`config.mk`:
```
export PLATFORM = sky130hd
export DESIGN_NAME = uart_tx_arbiter
export DESIGN_NICKNAME = d
export VERILOG_FILES = /design/src/rtl/uart_tx_arbiter.sv
export SDC_FILE = /design/constraint.sdc
export NUM_CORES = 1
export LEC_CHECK = 0
export ABC_AREA = 1
export CORE_MARGIN = 2
export CORE_UTILIZATION = 43
export DETAILED_ROUTE_END_ITERATION = 7
export GPL_TIMING_DRIVEN = 0
export PLACE_DENSITY_LB_ADDON = 0.15
export SYNTH_ARGS = -nofsm -noshare
export SYNTH_HDL_FRONTEND = slang
export SYNTH_SLANG_ARGS = --single-unit
export TNS_END_PERCENT = 1
```
`constraint.sdc`:
```
create_clock -name clk -period 1.8 [get_ports clk]
set_input_delay 0.27 -clock clk [delete_from_list [all_inputs] [get_ports clk]]
set_output_delay 0.27 -clock clk [all_outputs]
set_load 0.05 [all_outputs]
```
`src/rtl/uart_tx_arbiter.sv`:
```
// ============================================================================
// Module   : uart_tx_arbiter
// Purpose  : Round-robin arbiter sharing one uart_tx between NUM_REQ producers.
//            Optional macro UART_TX_ARB_ID_BYTE_EN prefixes each payload with
//            a channel ID word.
// Revision : 1.0 - initial release
// ============================================================================
`default_nettype none

module uart_tx_arbiter #(
    parameter int DATA_SIZE = 8,
    parameter int NUM_REQ   = 4,
    parameter int ID_W      = $clog2(NUM_REQ)
) (
    input  logic                          clk,
    input  logic                          reset_n,
    input  logic [NUM_REQ-1:0]            req,
    input  logic [NUM_REQ*DATA_SIZE-1:0]  req_data,
    output logic [NUM_REQ-1:0]            ack,
    output logic                          tx_start,
    output logic [DATA_SIZE-1:0]          data_out,
    input  logic                          tx_done_tick,
    output logic                          busy,
    output logic [ID_W-1:0]               grant_id
);

    typedef enum logic [1:0] {
        S_IDLE      = 2'd0,
        S_WAIT_DATA = 2'd1
`ifdef UART_TX_ARB_ID_BYTE_EN
        ,
        S_SEND_ID   = 2'd2,
        S_WAIT_ID   = 2'd3
`endif
    } state_t;

    localparam logic [ID_W:0]   C_NUM_REQ_EXT = (ID_W+1)'(NUM_REQ);
    localparam logic [ID_W-1:0] C_LAST_CH     = ID_W'(NUM_REQ - 1);

    state_t                r_state;
    logic [ID_W-1:0]       r_ptr;
    logic                  w_found;
    logic [ID_W-1:0]       w_winner;
    logic [ID_W:0]         w_idx;
    logic [DATA_SIZE-1:0]  w_sel_data;
    logic [ID_W-1:0]       w_next_ptr;
`ifdef UART_TX_ARB_ID_BYTE_EN
    logic [DATA_SIZE-1:0]  r_payload;
    logic [DATA_SIZE-1:0]  w_id_word;
`endif

    // Scan from the highest offset down so the lowest offset from r_ptr wins.
    always_comb begin
        w_found  = 1'b0;
        w_winner = '0;
        w_idx    = '0;
        for (int k = NUM_REQ - 1; k >= 0; k--) begin
            w_idx = {1'b0, r_ptr} + (ID_W+1)'(k);
            if (w_idx >= C_NUM_REQ_EXT) begin
                w_idx = w_idx - C_NUM_REQ_EXT;
            end
            if (req[w_idx[ID_W-1:0]]) begin
                w_found  = 1'b1;
                w_winner = w_idx[ID_W-1:0];
            end
        end
    end

    always_comb begin
        w_sel_data = '0;
        for (int i = 0; i < NUM_REQ; i++) begin
            if (w_winner == ID_W'(i)) begin
                w_sel_data = req_data[i*DATA_SIZE +: DATA_SIZE];
            end
        end
    end

    assign w_next_ptr = (grant_id == C_LAST_CH) ? '0 : grant_id + 1'b1;

`ifdef UART_TX_ARB_ID_BYTE_EN
    always_comb begin
        w_id_word                = '0;
        w_id_word[DATA_SIZE-1]   = 1'b1;
        w_id_word[ID_W-1:0]      = w_winner;
    end
`endif

    always_ff @(posedge clk or negedge reset_n) begin
        if (!reset_n) begin
            r_state   <= S_IDLE;
            r_ptr     <= '0;
            ack       <= '0;
            tx_start  <= 1'b0;
            data_out  <= '0;
            busy      <= 1'b0;
            grant_id  <= '0;
`ifdef UART_TX_ARB_ID_BYTE_EN
            r_payload <= '0;
`endif
        end else begin
            ack      <= '0;
            tx_start <= 1'b0;
            case (r_state)
                S_IDLE: begin
                    if (w_found) begin
                        ack      <= NUM_REQ'(1) << w_winner;
                        tx_start <= 1'b1;
                        busy     <= 1'b1;
                        grant_id <= w_winner;
`ifdef UART_TX_ARB_ID_BYTE_EN
                        r_payload <= w_sel_data;
                        data_out  <= w_id_word;
                        r_state   <= S_WAIT_ID;
`else
                        data_out <= w_sel_data;
                        r_state  <= S_WAIT_DATA;
`endif
                    end
                end
`ifdef UART_TX_ARB_ID_BYTE_EN
                S_WAIT_ID: begin
                    if (tx_done_tick) begin
                        r_state <= S_SEND_ID;
                    end
                end
                S_SEND_ID: begin
                    data_out <= r_payload;
                    tx_start <= 1'b1;
                    r_state  <= S_WAIT_DATA;
                end
`endif
                S_WAIT_DATA: begin
                    if (tx_done_tick) begin
                        busy    <= 1'b0;
                        r_ptr   <= w_next_ptr;
                        r_state <= S_IDLE;
                    end
                end
                default: r_state <= S_IDLE;
            endcase
        end
    end

endmodule

`default_nettype wire

```
==> results.cfg, run 1 <==
[floorplan]
die_w_um = 59.9
ios = 55
core_area_sq_um = 3000
dieArea_sq_um = 3590
start_util_pct = 44.8
die_h_um = 59.9
rows = 20

[synthesis]
synth_area_leaders = dfrtp_1 (34%), nand2_1 (10%), nand3_2 (7.4%), nand2_2 (4.7%), nand2_4 (4.2%)
synth_area_per_cell_sq_um = 8.29
ys_seq_elements = 18
syn_inst = 162
netlist_area_sq_um = 1340
ys_seq_area_share_pct = 33.5
yosysMostFrequentCell = nand2_1
yosys.area.top_type = dfrtp_1
synth-async-reset-ratio_pct = 100
synth_enable_flop_cells = 0
synth_cell_type_count = 27
ys_warn_count = 0
synthFlopType = dfrtp_1
synth_nets = 202
synth.top_cell.area_share_pct = 33.5
synth_top_cells_by_count = nand2_1 (37), dfrtp_1 (18), nor2_1 (15)

[clock_tree]
cts-buffers-inserted = 3
clock-sinks = 18
cts_tree = yes
clk_latency_ps = 300
h-tree-depth = 1
root_buffer = clkbuf_4
path_clk_slew_ps = 110
cts.path.max_buffers = 2

[setup_path]
crit_family = simple AND/OR/NAND/NOR gates
path_buf_inv = 3
required_ps = 2050
startpoint_type = register
crit_path_max_incr_delay_ps = 410
worstSetupPathType = reg -> reg
path_cells = buf_6, inv_8, nand2_4, nand3_2, nand2_2, nor2_1, nand2_2, nand3_4, buf_6, nand4_1, nand3_2, nor2_2, nor2_2
end_kind = register
cp_data_arrival_time_ps = 2060
cpMaxStageDelayCell = dfrtp_1
critPathMaxFanout = 10

[timing]
hold_violations = 0
finalClockSkew_ps = 5.50
timing.final.ws_setup_ps = -10.8
setup_viol = 1
fin_crit_sh_pct = 101
max_slew_margin_pct = 44.0
holdWs_ps = 440
rsz0062_at_grt = true
slew_viol_final = 0
setup_tns_ps = -10.8
fin_crit_ps = 1810
timing.fmax_mhz = 552
worstMarginPinSlew_ps = 837

[global_routing]
grt_pass1_wl_mm = 5.20
grt_overflow = 0
gr-usage-met2_pct = 34.0
grt_max_degree = 19
groute.layer.met3.usage_pct = 3.46
track_usage_pct = 19.0
grt_pass1_vias = 1245
met1_usage_pct = 22.0
grt-busiest-layer = met2
antenna_found_initial = 0

[routing]
firstDrtPassIters = 4
routed-via-count = 1403
ant_nets = 0
wl_per_cell_um = 14.3
wl_mm = 3.88
drt_iter0_markers = 65
via_per_inst = 5.18
drc = 0

[placement]
gp_congestion = 0.880
portBuffers = 54
dpl-instance-area_sq_um = 1930
hpwlAfterDp_mm = 2.62
pre_cts_ws_ps = -271

[cells_and_area]
area_growth_pct = 66.1
diodes = 0
register_area_sq_um = 452
multi_input_area_sq_um = 907
final_nets = 279
nFillCells = 235
drive_gt1_share_pct = 38.2
post-route-cell-area_sq_um = 2230

[outcome]
status = finished with violations
violations = setup timing

[worst_hold_path]
worstHoldPathType = in -> async

[flow_run]
cap_violations = 0
## cell usage in the layout (no fill, tap or decap), drive strengths merged
| cell | count |
|---|---|
| dlymetal6s2s | 2 |
| clkdlybuf4s50 | 50 |
| a22oi | 4 |
| nor3 | 2 |
| ha | 1 |
| inv | 11 |
| o21ai | 8 |
| nand2 | 54 |
| nand4 | 4 |
| a21oi | 2 |
| o31ai | 1 |
| xnor2 | 1 |
| nor2 | 27 |
| nand3b | 1 |
| dfrtp | 18 |
| clkinvlp | 1 |
| buf | 21 |
| dlygate4sd2 | 2 |
| clkbuf | 4 |
| nand3 | 24 |
## final timing paths
kind | cells past startpoint | end | slack (ps) | startpoint
setup / recovery | 13 | data_out[0] | -10 | r_ptr[0]
hold / removal | 1 | data_out[6] | 440 | reset_n
setup reg to reg | 13 | data_out[0] | -10 | r_ptr[0]
hold reg to reg | 1 | ack[1] | 510 | busy
max in group asynchronous | 1 | r_ptr[1] | 790 | reset_n
min in group clk | 1 | ack[1] | 510 | busy
## layout make-up
class / instances / share of cell area (%)
well taps: 33 / 1.85
repair buffers: 71 / 30.5
multi-input cells: 129 / 40.6
flip-flops and latches: 18 / 20.2
plain buffers: 4 / 2.41
inverters: 12 / 2.75
clock buffers: 4 / 1.63
## what timing repair did
| action | in CTS | in global routing |
|---|---|---|
| endpoints found under the setup margin | 5 | 9 |
| cloned | 0 | 3 |
| hold buffers | 0 | 0 |
| pin swaps | 0 | 18 |
| gates resized for setup | 5 | 30 |
| setup buffers | 0 | 15 |
## cells by family after synthesis
kind of cell | after synthesis | share of synthesized area (%)
AO/OA/AOI/OAI | 15 | 6.52
XOR/XNOR | 1 | 0.652
flip-flops | 18 | 33.5
AND/OR/NAND/NOR | 111 | 50.5
adder cells (fa/ha/maj) | 1 | 0.931
buffers and inverters | 16 | 7.91
## worst register-to-register path, cell delays in order (launching register included)
cell and delay, ps:
dfrtp_1 410, buf_6 150, inv_8 70, nand2_4 60
nand3_2 90, nand2_2 90, nor2_1 190, nand2_2 100
nand3_4 100, buf_6 150, nand4_1 140, nand3_2 100
nor2_2 40, nor2_2 60
## state kept, by name (all words and copies together) (netlist names)
signal    count
grant_id      2
busy          1
r_ptr         2
tx_start      1
ack           4
data_out      8
## metal layers
| metal | vias up | routed length (um) |
|---|---|---|
| li1 | 689 | - |
| met1 | 658 | 1630 |
| met2 | 50 | 1980 |
| met3 | 6 | 194 |
| met4 | 0 | 75 |
| met5 | - | 0 |
## metrics by stage
step                utilization, %  cells
finish                        74.3    271
global route                  74.3    271
CTS                           65.4    253
floorplan                        -    162
global placement              64.1    249
detailed placement            64.1    249
Power of run 1 is left out: the tool's default activity adds up to more than one toggle a clock period on the data nets, which glitch-free logic cannot reach.
==> inputs of run 2 (changes only) <==
--- a/config.mk
+++ b/config.mk
@@ -5,9 +5,9 @@
 export SDC_FILE = /design/constraint.sdc
 export NUM_CORES = 1
 export LEC_CHECK = 0
-export ABC_AREA = 1
 export CORE_MARGIN = 2
-export CORE_UTILIZATION = 43
+export CORE_UTILIZATION = 39
+export CTS_CLUSTER_DIAMETER = 200
 export DETAILED_ROUTE_END_ITERATION = 7
 export GPL_TIMING_DRIVEN = 0
 export PLACE_DENSITY_LB_ADDON = 0.15
==> results.cfg, run 2 <==
[outcome]
status = completed

[floorplan]
dieArea_sq_um = 3210
start_util_pct = 40.2
ios = 55
rows = 19
die_w_um = 56.7
core_area_sq_um = 2690
die_h_um = 56.7

[cells_and_area]
register_area_sq_um = 452
diodes = 0
largest_reg_flops = 8
top_regs = data_out x8, ack x4
finalNonFillerCells = 193
drive_gt1_share_pct = 19.8
mostFrequentLayoutCells = clkdlybuf4s50_1 (46), dfrtp_1 (17), nand2_1 (15), a211oi_2 (9)
post-route-cell-area_sq_um = 1730
final_common_cell = clkdlybuf4s50_1
final_nets = 204
post-route-util_pct = 64.4
multi_input_area_sq_um = 609
nFillCells = 238
top_register = data_out
area_growth_pct = 60.0

[synthesis]
synth_enable_flop_cells = 0
netlist_area_sq_um = 1080
synth_compound_area_share_pct = 31.0
synth_top_family_by_area = compound AO/OA/AOI/OAI gates
yosysMostFrequentCell = dfrtp_1
synth_xor_area_share_pct = 0
synth_area_leaders = dfrtp_1 (42%), a211oi_2 (9.3%), nand2_1 (5.2%), mux2i_1 (4.6%), a21boi_0 (3.5%)
yosys.area.top_type = dfrtp_1
synth-async-reset-ratio_pct = 100
ys_seq_elements = 18
synth.top_cell.area_share_pct = 41.7
synthAdderAreaFrac_pct = 1.16
synthFlopType = dfrtp_1
synth_area_per_cell_sq_um = 10.3
synth_top_cells_by_count = dfrtp_1 (18), nand2_1 (15), nor2_1 (10)
synth_mux_area_share_pct = 5.67
synth-simple-area-share_pct = 16.1
synth_cell_type_count = 31
ys_warn_count = 0
syn_inst = 105
synth_nets = 145
ys_seq_area_share_pct = 41.7

[setup_path]
required_ps = 1530
cpMaxStageDelayCell = clkdlybuf4s50_1
cp_data_arrival_time_ps = 1480
path_cells = clkdlybuf4s50_1
cp.depth = 1
crit_path_max_incr_delay_ps = 810
r2r_cells = 7
worstSetupPathType = reg -> out
end_kind = output pin
critPathMaxFanout = 2
startpoint_type = register
path_buf_inv = 1
crit_family = buffers and inverters

[pwr]
seqPwrFrac_pct = 29.1
power_frac_comb_pct = 61.5
vdd_ir_drop_max_v = 0.000777
switching_share_pct = 47.3
p_sw_mw = 1.04
power_density_nw_per_um2 = 1270
p_clk_share_pct = 9.4
power.leakage_nw = 0.769
p_int_mw = 1.16
power.total_mw = 2.20

[placement]
portBuffers = 54
hpwlAfterDp_mm = 2.28
gp_congestion = 0.824
dpl-instance-area_sq_um = 1660
post-place-cells = 190

[global_routing]
grt_max_degree = 19
track_usage_pct = 20.2
antenna_found_initial = 0
grt_overflow = 0
grt_pass1_vias = 1054
grt_pass1_wl_mm = 4.97

[timing]
finalClockSkew_ps = 1.17
setup_viol = 0
worstMarginPinSlew_ps = 857
hold_violations = 0
timing.fmax_mhz = 571
fin_crit_sh_pct = 97.3
rsz0062_at_grt = true
fin_crit_ps = 1750
max_slew_margin_pct = 42.7
slew_viol_final = 0

[clock_tree]
cts.path.max_buffers = 2
clk_latency_ps = 300
h-tree-depth = 1
clock-sinks = 18
path_clk_slew_ps = 100
ctsHoldBuffers = 0
root_buffer = clkbuf_4
cts_setup_buffers = 0
cts-buffers-inserted = 3
cts_tree = yes

[routing]
wl_per_cell_um = 15.5
wl_mm = 2.99
via_per_inst = 5.56
firstDrtPassIters = 4
drc = 0
ant_nets = 0
routed-via-count = 1074
drt_iter0_markers = 23

[flow_run]
cap_violations = 0

[worst_hold_path]
worstHoldPathType = in -> async
## run 2: changes by cell type in the layout (fill, tap and decap cells not counted), moves of 8 or more
cell	before	now
nand2_1	31	15
nor2_1	15	7
nand3_2	15	0
a211oi_2	0	9
nand2_2	9	0
nand2_4	13	0
buf_4	15	0
## run 2: worst paths after layout
path                        startpoint          end  slack (ps)
max reg2reg                   r_ptr[1]  data_out[1]          60
min in group clk                req[0]         busy         450
max in group asynchronous      reset_n     r_ptr[1]         770
min                            reset_n  data_out[3]         450
max                        data_out[0]  data_out[0]          50
min reg2reg                grant_id[1]  grant_id[1]         520
## run 2: metrics by stage
stage | hold WS (ps) | setup WS [ps] | TNS (ps)
after floorplan | -25.6 | 176 | 0
after global placement | 496 | -299 | -2530
after detailed placement | 504 | -338 | -2950
after CTS | 483 | 6.58 | 0
after global routing | 510 | -20.6 | -36.8
final | 446 | 48.6 | 0
## run 2: cells by family after synthesis
family                     after synthesis
buffers and inverters                    6
adders and majority gates                1
AOI/OAI and AO/OA                       38
DFF                                     18
muxes                                    6
and+or+nand+nor                         36
## run 2: power groups by stage
stage / sequential [mW] / clock [mW] / combinational, mW
final: 0.638 / 0.207 / 1.35
after global routing: 0.660 / 0.224 / 1.44
after CTS: 0.638 / 0.204 / 1.35
after detailed placement: 0.643 / 0 / 1.34
after global placement: 0.635 / 0 / 1.31
after floorplan: 1.04 / 0 / 0.489
## run 2: layer usage
layer	global-route usage [%]	wire length [um]	share of wire [%]	up-vias
li1	-	-	-	511
met1	25.1	1250	42	513
met2	34.1	1520	51	46
met3	3.92	189	6.3	4
met4	8.50	35	1.2	0
met5	0	0	0	-
## run 2: layout make-up
| type | instances | share of cell area [%] |
|---|---|---|
| multi-input cells | 81 | 35.2 |
| plain buffers | 3 | 2.24 |
| repair buffers | 54 | 32.2 |
| inverters | 3 | 0.651 |
| well taps | 31 | 2.24 |
| flip-flops and latches | 18 | 26.1 |
| clock buffers | 3 | 1.30 |
## run 2: worst reg2reg max path, stage by stage (launching register included)
cell      delay, ps
dfrtp_2         460
mux2i_1         130
o22a_2          280
and2_4          170
buf_6           130
buf_12          140
a211oi_2        220
a211oi_1         80
## run 2: what timing repair did
action,in CTS,in global routing
endpoints found under the setup margin,7,13
gates cloned,0,0
hold endpoints to repair,0,0
pin swaps,1,1
resized for setup,3,13
No activity file was read; power rests on OpenSTA's default activity.
==> inputs of run 3 (changes only) <==
--- a/config.mk
+++ b/config.mk
@@ -6,7 +6,7 @@
 export NUM_CORES = 1
 export LEC_CHECK = 0
 export CORE_MARGIN = 2
-export CORE_UTILIZATION = 39
+export CORE_UTILIZATION = 35
 export CTS_CLUSTER_DIAMETER = 200
 export DETAILED_ROUTE_END_ITERATION = 7
 export GPL_TIMING_DRIVEN = 0
==> constraint.sdc (replaced) <==
create_clock -name clk -period 1.5 [get_ports clk]
set_input_delay 0.225 -clock clk [delete_from_list [all_inputs] [get_ports clk]]
set_output_delay 0.225 -clock clk [all_outputs]
set_load 0.05 [all_outputs]
==> results.cfg, run 3 (synthesized netlist as in run 2, its figures left out) <==
[floorplan]
rows = 20
ios = 55
dieArea_sq_um = 3550
core_area_sq_um = 3000
start_util_pct = 36.0
die_h_um = 59.6
die_w_um = 59.6

[clock_tree]
clock-sinks = 18
ctsHoldBuffers = 0
clk_latency_ps = 290
cts-buffers-inserted = 3
root_buffer = clkbuf_4
path_clk_slew_ps = 110
h-tree-depth = 1
cts.path.max_buffers = 2
cts_tree = yes

[timing]
timing.final.ws_setup_ps = -143
setup_viol = 8
slew_viol_final = 0
fin_crit_ps = 1640
max_slew_margin_pct = 44.9
worstMarginPinSlew_ps = 824
finalClockSkew_ps = 0.550
hold_violations = 0
rsz0062_at_grt = true
fin_crit_sh_pct = 110
timing.fmax_mhz = 609

[routing]
wl_met1_mm = 1.31
routed-via-count = 1042
wl_met3_um = 170
highest_layer = met4
via_per_inst = 5.26
ant_nets = 0
wl_mm = 3.01
drt_iter0_markers = 23
drc = 0
wl_per_cell_um = 15.2
dr_wl_met2_mm = 1.50
firstDrtPassIters = 4

[cells_and_area]
nFillCells = 291
area_growth_pct = 65.5
drive_gt1_share_pct = 21.2
mostFrequentLayoutCells = clkdlybuf4s50_1 (34), dlygate4sd2_1 (17), dfrtp_1 (16), nand2_1 (14), nor2_1 (8)
final_nets = 206
final_common_cell = clkdlybuf4s50_1
post-route-cell-area_sq_um = 1790
largest_reg_flops = 8
diodes = 0
top_register = data_out
top_regs = data_out x8, ack x4

[worst_hold_path]
worstHoldPathType = in -> async

[pwr]
p_int_mw = 1.41
switching_share_pct = 47.6
p_clk_share_pct = 11.2
power.total_mw = 2.69
seqPwrFrac_pct = 28.2
power_frac_comb_pct = 60.6
power.leakage_nw = 0.795
vdd_ir_drop_max_v = 0.000603
power_density_nw_per_um2 = 1500
p_sw_mw = 1.28

[setup_path]
critPathMaxFanout = 7
cp_data_arrival_time_ps = 1820
required_ps = 1680
end_kind = register
worstSetupPathType = reg -> reg
startpoint_type = register

[global_routing]
grt_max_degree = 19
antenna_found_initial = 0
track_usage_pct = 17.3
grt_pass1_vias = 1016
grt_pass1_wl_mm = 4.58
grt_overflow = 0

[placement]
pre_cts_ws_ps = -578
hpwlAfterDp_mm = 2.21
portBuffers = 54
dpl-instance-area_sq_um = 1670
gp_congestion = 0.800

[outcome]
violations = setup timing
status = finished with violations

[flow_run]
cap_violations = 0
[run 3: repair_timing]
action / in CTS / in global routing
gates resized for setup: 18 / 14
buffers inserted: 0 / 2
hold endpoints to repair: 0 / 0
gates cloned: 0 / 1
pin swaps: 0 / 4
setup endpoints to repair: 27 / 13
[run 3: through the flow]
step                TNS (ps)  std cells  utilization, %  hold WS (ps)
global route           -1390        198            59.6           455
floorplan               -228        105               -         -70.6
global placement       -5960        192            55.5           499
CTS                    -1790        196            56.2           426
detailed placement     -6380        192            55.5           513
finish                  -791        198            59.6           397
[run 3: final timing paths]
check | slack (ps) | cells past startpoint | to | startpoint
worst max-delay path | -140 | 6 | data_out[1] | r_ptr[1]
worst min-delay path | 400 | 1 | ack[0] | reset_n
worst max register to register | -140 | 6 | data_out[1] | r_ptr[1]
worst min register to register | 520 | 1 | r_ptr[0] | grant_id[0]
max in group asynchronous | 540 | 1 | r_ptr[1] | reset_n
min in group clk | 430 | 3 | busy | req[0]
[run 3: critical path: stages, from the launching register on]
cell      delay (ps)
dfrtp_2          460
mux2i_1          130
o22a_2           270
and2_4           190
buf_12           150
a211oi_4         260
a211oi_2          60
[run 3: power groups by stage]
| stage | registers, mW | logic (mW) | clock network (mW) |
|---|---|---|---|
| 2_1_floorplan | 1.25 | 0.594 | 0 |
| 6_report | 0.760 | 1.63 | 0.301 |
| 3_3_place_gp | 0.767 | 1.59 | 0 |
| 4_1_cts | 0.755 | 1.51 | 0.312 |
| 3_5_place_dp | 0.768 | 1.61 | 0 |
| 5_1_grt | 0.786 | 1.73 | 0.328 |
[run 3: metal layers]
layer / vias to the layer above / track usage (%)
met3: 2 / 2.18
li1: 510 / -
met4: 0 / 7.62
met1: 490 / 21.6
met2: 40 / 29.7
met5: - / 0
[run 3: layout make-up]
cell class | instances | area, sq um | area share [%]
multi-input cells | 81 | 641 | 35.8
repair buffers | 57 | 579 | 32.4
flip-flops and latches | 18 | 453 | 25.3
well taps | 33 | 41.3 | 2.31
clock buffers | 4 | 36.3 | 2.03
plain buffers | 2 | 27.5 | 1.54
inverters | 3 | 11.3 | 0.629
